<file path="src/rtl/palette_sequencer.sv">
// rtl/palette_sequencer.sv - palette switch sequencer with colour-id rotation and fade.
// Define PALETTE_FADE_EN for fade-out/fade-in palette changes; otherwise changes land on the next frame.
module palette_sequencer (
  input  logic       clk,
  input  logic       rst_n,
  input  logic       frame_start,
  input  logic       cfg_valid,
  output logic       cfg_ready,
  input  logic [7:0] cfg_data,
  input  logic [2:0] cid_in,
  output logic [2:0] cid_out,
  output logic [1:0] pid,
  input  logic [5:0] color_in,
  output logic [5:0] color_out,
  output logic       busy
);

  typedef enum logic [1:0] {RUN, FADE_OUT, FADE_IN, PEND} state_e;

  state_e     state_q, state_d;
  logic [1:0] pid_q, pid_d, pend_q, pend_d;
  logic [2:0] rot_q, rot_d;
  logic [3:0] rcnt_q, rcnt_d, cper_q, cper_d;
  logic [5:0] color_q, color_d;
  logic [1:0] opc;
  logic       accept;
  logic       unused_cfg;

  assign opc        = cfg_data[7:6];
  assign accept     = cfg_valid && (state_q == RUN);
  assign unused_cfg = ^cfg_data[5:4];

  assign cfg_ready = (state_q == RUN);
  assign busy      = (state_q != RUN);
  assign pid       = pid_q;
  assign color_out = color_q;

  // Rotation maps ids 1..7 onto themselves; id 0 (transparent) is never rotated.
  logic [3:0] csum;
  logic [2:0] cmod;
  assign csum    = {1'b0, cid_in} + {1'b0, rot_q} - 4'd1;
  assign cmod    = (csum >= 4'd7) ? 3'(csum - 4'd7) : csum[2:0];
  assign cid_out = (cid_in == 3'd0) ? 3'd0 : cmod + 3'd1;

  always_comb begin
    rot_d  = rot_q;
    rcnt_d = rcnt_q;
    cper_d = cper_q;
    if (frame_start && cper_q != 4'd0) begin
      if (rcnt_q >= cper_q - 4'd1) begin
        rcnt_d = 4'd0;
        rot_d  = (rot_q == 3'd6) ? 3'd0 : rot_q + 3'd1;
      end else begin
        rcnt_d = rcnt_q + 4'd1;
      end
    end
    if (accept && opc == 2'b01) begin
      cper_d = cfg_data[3:0];
      if (cfg_data[3:0] == 4'd0) rcnt_d = 4'd0;
    end
    if (accept && opc == 2'b11 && cfg_data[0]) rot_d = 3'd0;
  end

`ifdef PALETTE_FADE_EN
  logic [1:0] lvl_q, lvl_d;
  logic [3:0] fcnt_q, fcnt_d, fper_q, fper_d, fcnt_inc;
  logic       fexp;

  assign fcnt_inc = fcnt_q + 4'd1;
  assign fexp     = (fcnt_inc == fper_q);

  function automatic logic [1:0] sat_sub(input logic [1:0] c, input logic [1:0] l);
    return (c > l) ? c - l : 2'd0;
  endfunction

  assign color_d = {sat_sub(color_in[5:4], lvl_q), sat_sub(color_in[3:2], lvl_q),
                    sat_sub(color_in[1:0], lvl_q)};
`else
  assign color_d = color_in;
`endif

  always_comb begin
    state_d = state_q;
    pid_d   = pid_q;
    pend_d  = pend_q;
`ifdef PALETTE_FADE_EN
    lvl_d   = lvl_q;
    fcnt_d  = fcnt_q;
    fper_d  = fper_q;
    if (accept && opc == 2'b10) fper_d = (cfg_data[3:0] == 4'd0) ? 4'd1 : cfg_data[3:0];
`endif
    case (state_q)
      RUN: begin
        if (accept && opc == 2'b00) begin
          pend_d = cfg_data[1:0];
`ifdef PALETTE_FADE_EN
          state_d = FADE_OUT;
          fcnt_d  = 4'd0;
`else
          state_d = PEND;
`endif
        end
      end
`ifdef PALETTE_FADE_EN
      FADE_OUT: begin
        if (frame_start) begin
          fcnt_d = fexp ? 4'd0 : fcnt_inc;
          if (fexp && lvl_q == 2'd3) begin
            pid_d   = pend_q;
            state_d = FADE_IN;
          end else if (fexp) begin
            lvl_d = lvl_q + 2'd1;
          end
        end
      end
      FADE_IN: begin
        if (frame_start) begin
          fcnt_d = fexp ? 4'd0 : fcnt_inc;
          if (fexp) begin
            lvl_d = lvl_q - 2'd1;
            if (lvl_q == 2'd1) state_d = RUN;
          end
        end
      end
`else
      PEND: begin
        if (frame_start) begin
          pid_d   = pend_q;
          state_d = RUN;
        end
      end
`endif
      default: state_d = RUN;
    endcase
  end

  always_ff @(posedge clk or negedge rst_n) begin
    if (!rst_n) begin
      state_q <= RUN;
      pid_q   <= 2'd0;
      pend_q  <= 2'd0;
      rot_q   <= 3'd0;
      rcnt_q  <= 4'd0;
      cper_q  <= 4'd0;
      color_q <= 6'd0;
`ifdef PALETTE_FADE_EN
      lvl_q   <= 2'd0;
      fcnt_q  <= 4'd0;
      fper_q  <= 4'd1;
`endif
    end else begin
      state_q <= state_d;
      pid_q   <= pid_d;
      pend_q  <= pend_d;
      rot_q   <= rot_d;
      rcnt_q  <= rcnt_d;
      cper_q  <= cper_d;
      color_q <= color_d;
`ifdef PALETTE_FADE_EN
      lvl_q   <= lvl_d;
      fcnt_q  <= fcnt_d;
      fper_q  <= fper_d;
`endif
    end
  end

endmodule

</file>
<file path="config.mk">
export PLATFORM = sky130hd
export DESIGN_NAME = palette_sequencer
export DESIGN_NICKNAME = d
export VERILOG_FILES = /design/src/rtl/palette_sequencer.sv
export SDC_FILE = /design/constraint.sdc
export NUM_CORES = 1
export LEC_CHECK = 0
export BUFFER_PORTS_ARGS = -buffer_cell sky130_fd_sc_hd__buf_4
export CAP_MARGIN = 20
export CELL_PAD_IN_SITES_DETAIL_PLACEMENT = 1
export CELL_PAD_IN_SITES_GLOBAL_PLACEMENT = 1
export CORE_UTILIZATION = 39
export CTS_BUF_LIST = sky130_fd_sc_hd__clkbuf_8 sky130_fd_sc_hd__clkbuf_16
export DETAILED_ROUTE_END_ITERATION = 10
export PLACE_DENSITY_LB_ADDON = 0.1
export SYNTH_ARGS = -nofsm -noshare
export SYNTH_HDL_FRONTEND = slang
export SYNTH_SLANG_ARGS = --single-unit
export TNS_END_PERCENT = 30
</file>
<file path="constraint.sdc">
create_clock -name clk -period 4.1 [get_ports clk]
set_input_delay 0.615 -clock clk [delete_from_list [all_inputs] [get_ports clk]]
set_output_delay 0.615 -clock clk [all_outputs]
set_load 0.1 [all_outputs]
</file>
==> results of run 1 <==
==> critical path: stages, from the launching register on <==
cell and delay, ns:
dfrtp_1 0.39, inv_1 0.10, ha_1 0.28, inv_1 0.04, ha_1 0.20, fa_1 0.53
nand2_1 0.06, nand2_1 0.13, mux2_2 0.36, ha_1 0.21, xor2_1 0.15, and3_1 0.21
nor3_4 0.13, buf_8 0.22
==> final cells by class <==
cell class	instances	area, µm²
Inverter	15	56.3
Fill cell	364	1450
Timing Repair Buffer	31	240
Sequential cell	22	551
Tap cell	44	55.1
Multi-Input combinational cell	76	649
Clock buffer	4	55.1
==> path summary, 6_finish.rpt <==
kind / start / to / slack, ns / cells after the start
worst min register to register: pend_q[0]$_DFFE_PN0P_ / pid[0]$_DFFE_PN0P_ / 0.51 / 1
min in group clk: color_in[3] / color_out[3]$_DFF_PN0_ / 0.45 / 1
worst min-delay path: rst_n / cper_q[1]$_DFFE_PN0P_ / 0.23 / 1
worst max register to register: cper_q[0]$_DFFE_PN0P_ / rot_q[0]$_DFFE_PN0P_ / 2.16 / 8
max in group asynchronous: rst_n / cper_q[2]$_DFFE_PN0P_ / 3.65 / 1
worst max-delay path: rot_q[1]$_DFFE_PN0P_ / cid_out[2] / 0.20 / 13
==> cells by family (layout without fill, tap and decap cells) <==
family                     count (synthesis)  in the layout  synth area share
buffers and inverters                     16             50            0.0481
adders and majority gates                 13             13             0.136
and+or+nand+nor                           36             36             0.170
muxes                                      9              9            0.0792
AOI/OAI and AO/OA                         10             10            0.0691
xor gates and xnor gates                   8              8            0.0561
DFF                                       22             22             0.441
==> through the flow <==
step           instance area [µm²]  setup TNS (ns)
5_1_grt                       1610       -0.000836
2_1_floorplan                 1260          -0.261
4_1_cts                       1600               0
3_3_place_gp                  1540               0
3_5_place_dp                  1540               0
6_report                      1610               0
==> registers in the layout (all words and copies together), names as in the netlist <==
name / count
color_out: 6
cper_q: 4
pend_q: 2
pid: 2
rcnt_q: 4
rot_q: 3
state_q: 1
==> metal layers <==
| metal | GRT usage | up-vias | routed length (µm) |
|---|---|---|---|
| li1 | - | 462 | - |
| met1 | 0.234 | 467 | 1170 |
| met2 | 0.335 | 23 | 1340 |
| met3 | 0.0242 | 4 | 91 |
| met4 | 0.0680 | 0 | 28 |
| met5 | 0 | - | 0 |
==> cells in the mapped netlist, types with 2 or more instances <==
| master | count |
|---|---|
| xnor2_1 | 5 |
| and3_1 | 2 |
| nand2_1 | 8 |
| dfrtp_1 | 22 |
| mux2i_1 | 2 |
| o21ai_0 | 2 |
| inv_1 | 15 |
| nand4_1 | 2 |
| nor3_1 | 8 |
| nor2b_1 | 2 |
| nand3_1 | 3 |
| nor2_1 | 2 |
| ha_1 | 12 |
| xor2_1 | 3 |
| o22ai_1 | 2 |
| nor4_1 | 2 |
| mux2_2 | 7 |
==> run metrics, run 1 <==
Final Non-Filler Cells roughly 190; Final Hold Fails 0; largest area contributor in the netlist dfrtp_1; core area between 3000 and 4000 µm²; synthesized area 1250 µm²; vias in the first global route 1048; first-pass GRT wire length between 4000 and 5000 µm; commonest non-fill, non-tap cell in the layout buf_4; Ports 34; Yosys reg bits 22; layout net count 183; Slew headroom 0.626; ys flop type dfrtp_1; H-tree Lvls 1; Layout area overhead 28.7%; final max-slew violation count 0; Post-Syn Nets 148; dpl cells approximately 190; die footprint ~3400 µm²; final core utilization 0.526; outcome completed; final setup vio count 0; TritonCTS clock tree yes; Initial Utilization 0.409; worst skew pair latency around 0.26 ns; drt first-iter violations 19; Antenna Cells 0; WL per Instance approximately 14 µm; worst hold slack roughly 0.23 ns; most frequent cells in the layout buf_4 (30), dfrtp_1 (22), inv_1 (15); Final Wtd Congestion approximately 0.77; minimum clock period approximately 3.9 ns; Avg Inst Size Synth 11.0 µm²; Max-cap violations 0; drt pass-1 iters 2; sequential area share after synthesis 0.441; Tightest Pin Transition between 0.5 and 0.6 ns; maximum clock frequency between 200 and 300 MHz; Sinks on Clock Net 22; Post-CTS Hold Fix Bufs 0; Critical Path Start Type flop; CP Class flop to output port; gr usage total 0.188; post-synth cell types 32; DRC violations left 0; endpoint class of the critical path output port; Required @ worst endpoint about 3.5 ns; Hold WC Path Type primary input to async pin; Vias approximately 960; Clock Pin Slew Worst Setup and Hold Paths ~0.080 ns; Clock Tree Buf Depth 2; total number of yosys warnings 0; WP data arrival between 3 and 4 ns; Mapped Cells between 100 and 150; grt total ovfl 0; root buffer cell clkbuf_8; Tcrit/Tclk final 0.951; largest net degree at the start of global routing 23; vias per cell between 4 and 5; Die X-Extent 58.6 µm; Final Skew between 0.0015 and 0.002 ns; DP HPWL roughly 2200 µm; Cell Rows 20; post-synth top area share 0.441; Port Buffer Count 31; Area contributors post-synth dfrtp_1 (44%), ha_1 (12%), mux2_2 (6.3%); layout cells sized above 1 0.324; post-CTS setup buffers 0; antenna-violating nets left 0; DIE HEIGHT between 50 and 60 µm; peak fanout along the critical path 4; initial antenna violation count 0; Detailed Route WL 2630 µm; EDFF count, synth 0; Post-CTS Resized 0; CTS buffer count 3; final setup margin just over 0.2 ns; Async SR Flop Fraction 1.00; Place WS between 0.15 and 0.2 ns
Power of run 1 is not shown: default switching activity piles up to over one toggle a cycle in this logic, so the estimate is an artifact.
==> run 2, diff against run 1 <==
CORE_ASPECT_RATIO = 1.1   (was default)
==> run 2 against run 1 <==
Net effect: design area down 2.1%; maximum frequency is 0.91% lower; register-to-register slack got worse by 0.03 ns; non-clock buffer count unchanged; critical path depth is the same; clock-buffer cell count is 1 lower; die area barely moved; clock skew grew 0.0036 ns; global-route usage is 2.4 points lower; sequential share of layout area increased by 0.74 points.
==> run metrics, run 2 (same netlist as run 1, synthesis figures left out) <==
Tightest Pin Transition about 0.58 ns; cell family with most CP delay adder cells; dpl cells roughly 180; minimum clock period a little under 4 ns; initial antenna violation count 0; peak fanout along the critical path 4; Tcrit/Tclk final 0.960; WL per Instance roughly 14 µm; antenna-violating nets left 0; maximum clock frequency 254 MHz; Port Buffer Count 31; Post-CTS Resized 0; Sinks on Clock Net 22; grt total ovfl 0; drt pass-1 iters 2; Max-cap violations 0; Buf/Inv on CP 3; CP max stage delay 0.54 ns; gr usage total 0.164; Clock Tree Buf Depth 2; r2r setup slk 2.13 ns; DP HPWL roughly 2000 µm; met2 usage 0.322; root buffer cell clkbuf_8; Layout area overhead 26.0%; vias per cell around 5.2; layout net count 183; endpoint class of the critical path output port; most frequent cells in the layout buf_4 (31), dfrtp_1 (22), inv_1 (15); Required @ worst endpoint between 3 and 4 ns; met1 usage 0.187; Initial Utilization 0.410; core area slightly above 3000 µm²; first-pass GRT wire length about 4300 µm; largest net degree at the start of global routing 23; Final Wtd Congestion between 0.7 and 0.8; worst-path cell chain inv_1 -> ha_1 -> inv_1 -> ha_1 -> fa_1 -> nand2_1 -> nand2_1 -> mux2_2 -> ha_1 -> xor2_1 -> and3_1 -> nor3_4 -> buf_4; Detailed Route WL 2450 µm; Final Non-Filler Cells roughly 180; Hold WC Path Type primary input to async pin; Filler Cells Inserted between 300 and 400; Post-CTS Hold Fix Bufs 0; final setup vio count 0; Vias 950; slowest CP cell fa_1; die footprint around 3400 µm²; vias in the first global route between 900 and 1000; outcome completed; TritonCTS clock tree yes; Final Hold Fails 0; drt first-iter violations 19; Clock Pin Slew Worst Setup and Hold Paths 0.07 ns; WP data arrival between 3 and 4 ns; CP Class flop to output port; Critical Path Start Type flop; DRC violations left 0; GR met3 Demand/Resource 0.0525; worst r2r src cper_q[0]$_DFFE_PN0P_; CTS buffer count 3; post-CTS setup buffers 0; Largest register FFs 6; Die X-Extent 56.0 µm; busiest grt layer met2; Ports 34; Final Skew approximately 0.0053 ns; worst skew pair latency 0.26 ns; H-tree Lvls 1; Antenna Cells 0; reg-to-reg endpoint rcnt_q[1]$_DFF_PN0_; RSZ-0062 raised after global routing no; commonest non-fill, non-tap cell in the layout buf_4; DIE HEIGHT ~61 µm; layout cells sized above 1 0.320; R2R depth 8; Slew headroom 0.610; final max-slew violation count 0; most used cell, CP ha_1; Cell Rows 21
run 2: cell count changes in the layout (fill, tap and decap cells not counted), sizes merged:
cell    before  now
clkbuf       4    3
run 2: layer usage:
metal	vias up	routed length (µm)	part of all wire
li1	461	-	-
met1	472	1020	0.42
met2	17	1310	0.54
met3	0	112	0.046
met4	0	0	0
met5	-	0	0
run 2: cell type report:
| class | count | area, µm² | share of cell area |
|---|---|---|---|
| timing repair buffer | 31 | 233 | 0.148 |
| multi-input combinational | 76 | 649 | 0.413 |
| clock buffer | 3 | 41.3 | 0.0263 |
| sequential | 22 | 551 | 0.350 |
| inverter | 15 | 56.3 | 0.0358 |
| tap | 34 | 42.5 | 0.0270 |
run 2: worst max-delay path by stage:
stage                              start  slack, ns         end  cells past startpoint
global route        rot_q[1]$_DFFE_PN0P_      0.005  cid_out[2]                     13
floorplan                      cid_in[1]      -0.26  cid_out[1]                     10
detailed placement             cid_in[1]       0.14  cid_out[2]                     14
CTS                 rot_q[1]$_DFFE_PN0P_       0.12  cid_out[2]                     13
finish              rot_q[1]$_DFFE_PN0P_       0.17  cid_out[2]                     13
global placement               cid_in[1]       0.27  cid_out[2]                     14
run 2: per-stage QoR:
stage	TNS, ns	hold slack, ns	setup slack, ns	utilization	instance area (µm²)
floorplan	-0.261	0.319	-0.261	-	1260
global placement	0	0.488	0.268	0.502	1530
detailed placement	0	0.503	0.143	0.502	1530
CTS	0	0.238	0.123	0.516	1570
global route	0	0.247	0.00488	0.516	1570
finish	0	0.226	0.166	0.516	1570
Power of run 2 is left out for the same reason.
==> run 3, diff against run 2 <==
PLACE_DENSITY = 0.74   (was default)
PLACE_DENSITY_LB_ADDON = default   (was 0.1)
RECOVER_POWER = 25   (was default)
==> run 3 against run 2 <==
Net effect: die area is the same; global-route usage grew 0.56 points; utilization increased by 0.86 points; clock-buffer cell count unchanged.
==> run metrics, run 3 (same netlist as run 1, synthesis figures left out) <==
Die X-Extent about 56 µm; endpoint class of the critical path output port; final max-slew violation count 0; H-tree Lvls 1; Post-CTS Hold Fix Bufs 0; most frequent cells in the layout buf_4 (30), dfrtp_1 (22), inv_1 (15); Final Non-Filler Cells roughly 180; initial antenna violation count 0; layout cells sized above 1 0.318; Filler Cells Inserted between 300 and 400; worst r2r src cper_q[2]$_DFFE_PN0P_; Clock Tree Buf Depth 2; Clock Pin Slew Worst Setup and Hold Paths about 0.080 ns; Initial Utilization 0.410; grt total ovfl 0; Area after DPL approximately 1500 µm²; vias per cell 5.19; worst skew pair latency between 0.2 and 0.3 ns; DRC violations left 0; GR met3 Demand/Resource 0.0210; Sinks on Clock Net 22; Antenna Cells 0; vias in the first global route roughly 970; Tcrit/Tclk final 0.958; largest net degree at the start of global routing 23; Cell Rows 21; WL per Instance roughly 15 µm; met1 usage 0.182; worst hold slack 0.457 ns; core area about 3000 µm²; first-pass GRT wire length ~4400 µm; maximum clock frequency around 250 MHz; layout net count between 150 and 200; Post-CTS Resized 0; Vias ~950; drt pass-1 iters 4; dpl cells 178; Tightest Pin Transition 1.18 ns; minimum clock period approximately 3.9 ns; CP Class flop to output port; worst hold start color_in[1]; CTS buffer count 3; Final Wtd Congestion ~0.73; crit path from rot_q[1]$_DFFE_PN0P_; drt first-iter violations 7; Post-Route Setup TNS 0 ns; gr usage total 0.170; Slew headroom 0.214; final setup vio count 0; Required @ worst endpoint roughly 3.5 ns; RSZ-0062 raised after global routing no; Largest register FFs 6; Final Hold Fails 0; Port Buffer Count 31; commonest non-fill, non-tap cell in the layout buf_4; WP data arrival roughly 3.3 ns; DP HPWL around 2200 µm; Hold WC Path Type primary input to flop; met2 usage 0.355; Layout area overhead 28.1%; busiest grt layer met2; Ports 34; post-CTS setup buffers 0; die footprint between 3000 and 4000 µm²; TritonCTS clock tree yes; Detailed Route WL ~2700 µm; outcome completed; root buffer cell clkbuf_8; DIE HEIGHT roughly 61 µm; peak fanout along the critical path 4; Max-cap violations 0; antenna-violating nets left 0; Finished Cell Area 1600 µm²; r2r setup slk about 2.2 ns; Final Skew between 0.003 and 0.004 ns; Critical Path Start Type flop
run 3: changes by cell type in the layout (fill, tap and decap cells not counted), sizes merged:
| cell | change |
|---|---|
| buf | -1 |
| clkbuf | +1 |
| bufinv | +1 |
run 3: stage by stage:
step | util | worst slack, ns
after floorplan | - | -0.261
after global placement | 0.502 | 0.248
after global routing | 0.525 | 0.00791
after detailed placement | 0.502 | 0.149
after CTS | 0.526 | 0.135
final | 0.525 | 0.171
run 3: final timing paths:
check | end | cells after the start
setup / recovery | cid_out[2] | 13
hold / removal | color_out[1]$_DFF_PN0_ | 1
setup reg to reg | rcnt_q[3]$_DFF_PN0_ | 6
hold reg to reg | pid[1]$_DFFE_PN0P_ | 1
max in group asynchronous | rot_q[1]$_DFFE_PN0P_ | 1
min in group asynchronous | color_out[0]$_DFF_PN0_ | 1
run 3: routing by layer:
layer / wire (µm) / vias up / share of wire
met3: 77 / 4 / 0.028
met2: 1590 / 16 / 0.59
met4: 21 / 0 / 0.0078
li1: - / 458 / -
met5: 0 / - / 0
met1: 1020 / 467 / 0.38
run 3: cell type report:
| class | instances | area, µm² | area share |
|---|---|---|---|
| clock buffer | 3 | 41.3 | 0.0258 |
| clock inverter | 1 | 30.0 | 0.0188 |
| inverter | 15 | 56.3 | 0.0352 |
| multi-input combinational | 76 | 649 | 0.406 |
| sequential | 22 | 551 | 0.344 |
| tap | 34 | 42.5 | 0.0266 |
| timing repair buffer | 31 | 229 | 0.143 |
run 3: worst max-delay path: stages (launching register included):
cell	delay [ns]
dfrtp_1	0.37
inv_1	0.09
ha_1	0.29
inv_1	0.04
ha_1	0.20
fa_1	0.53
nand2_1	0.06
nand2_1	0.14
mux2_2	0.36
ha_1	0.20
xor2_1	0.15
and3_1	0.21
nor3_4	0.10
buf_4	0.30
Power of run 3 is left out for the same reason.
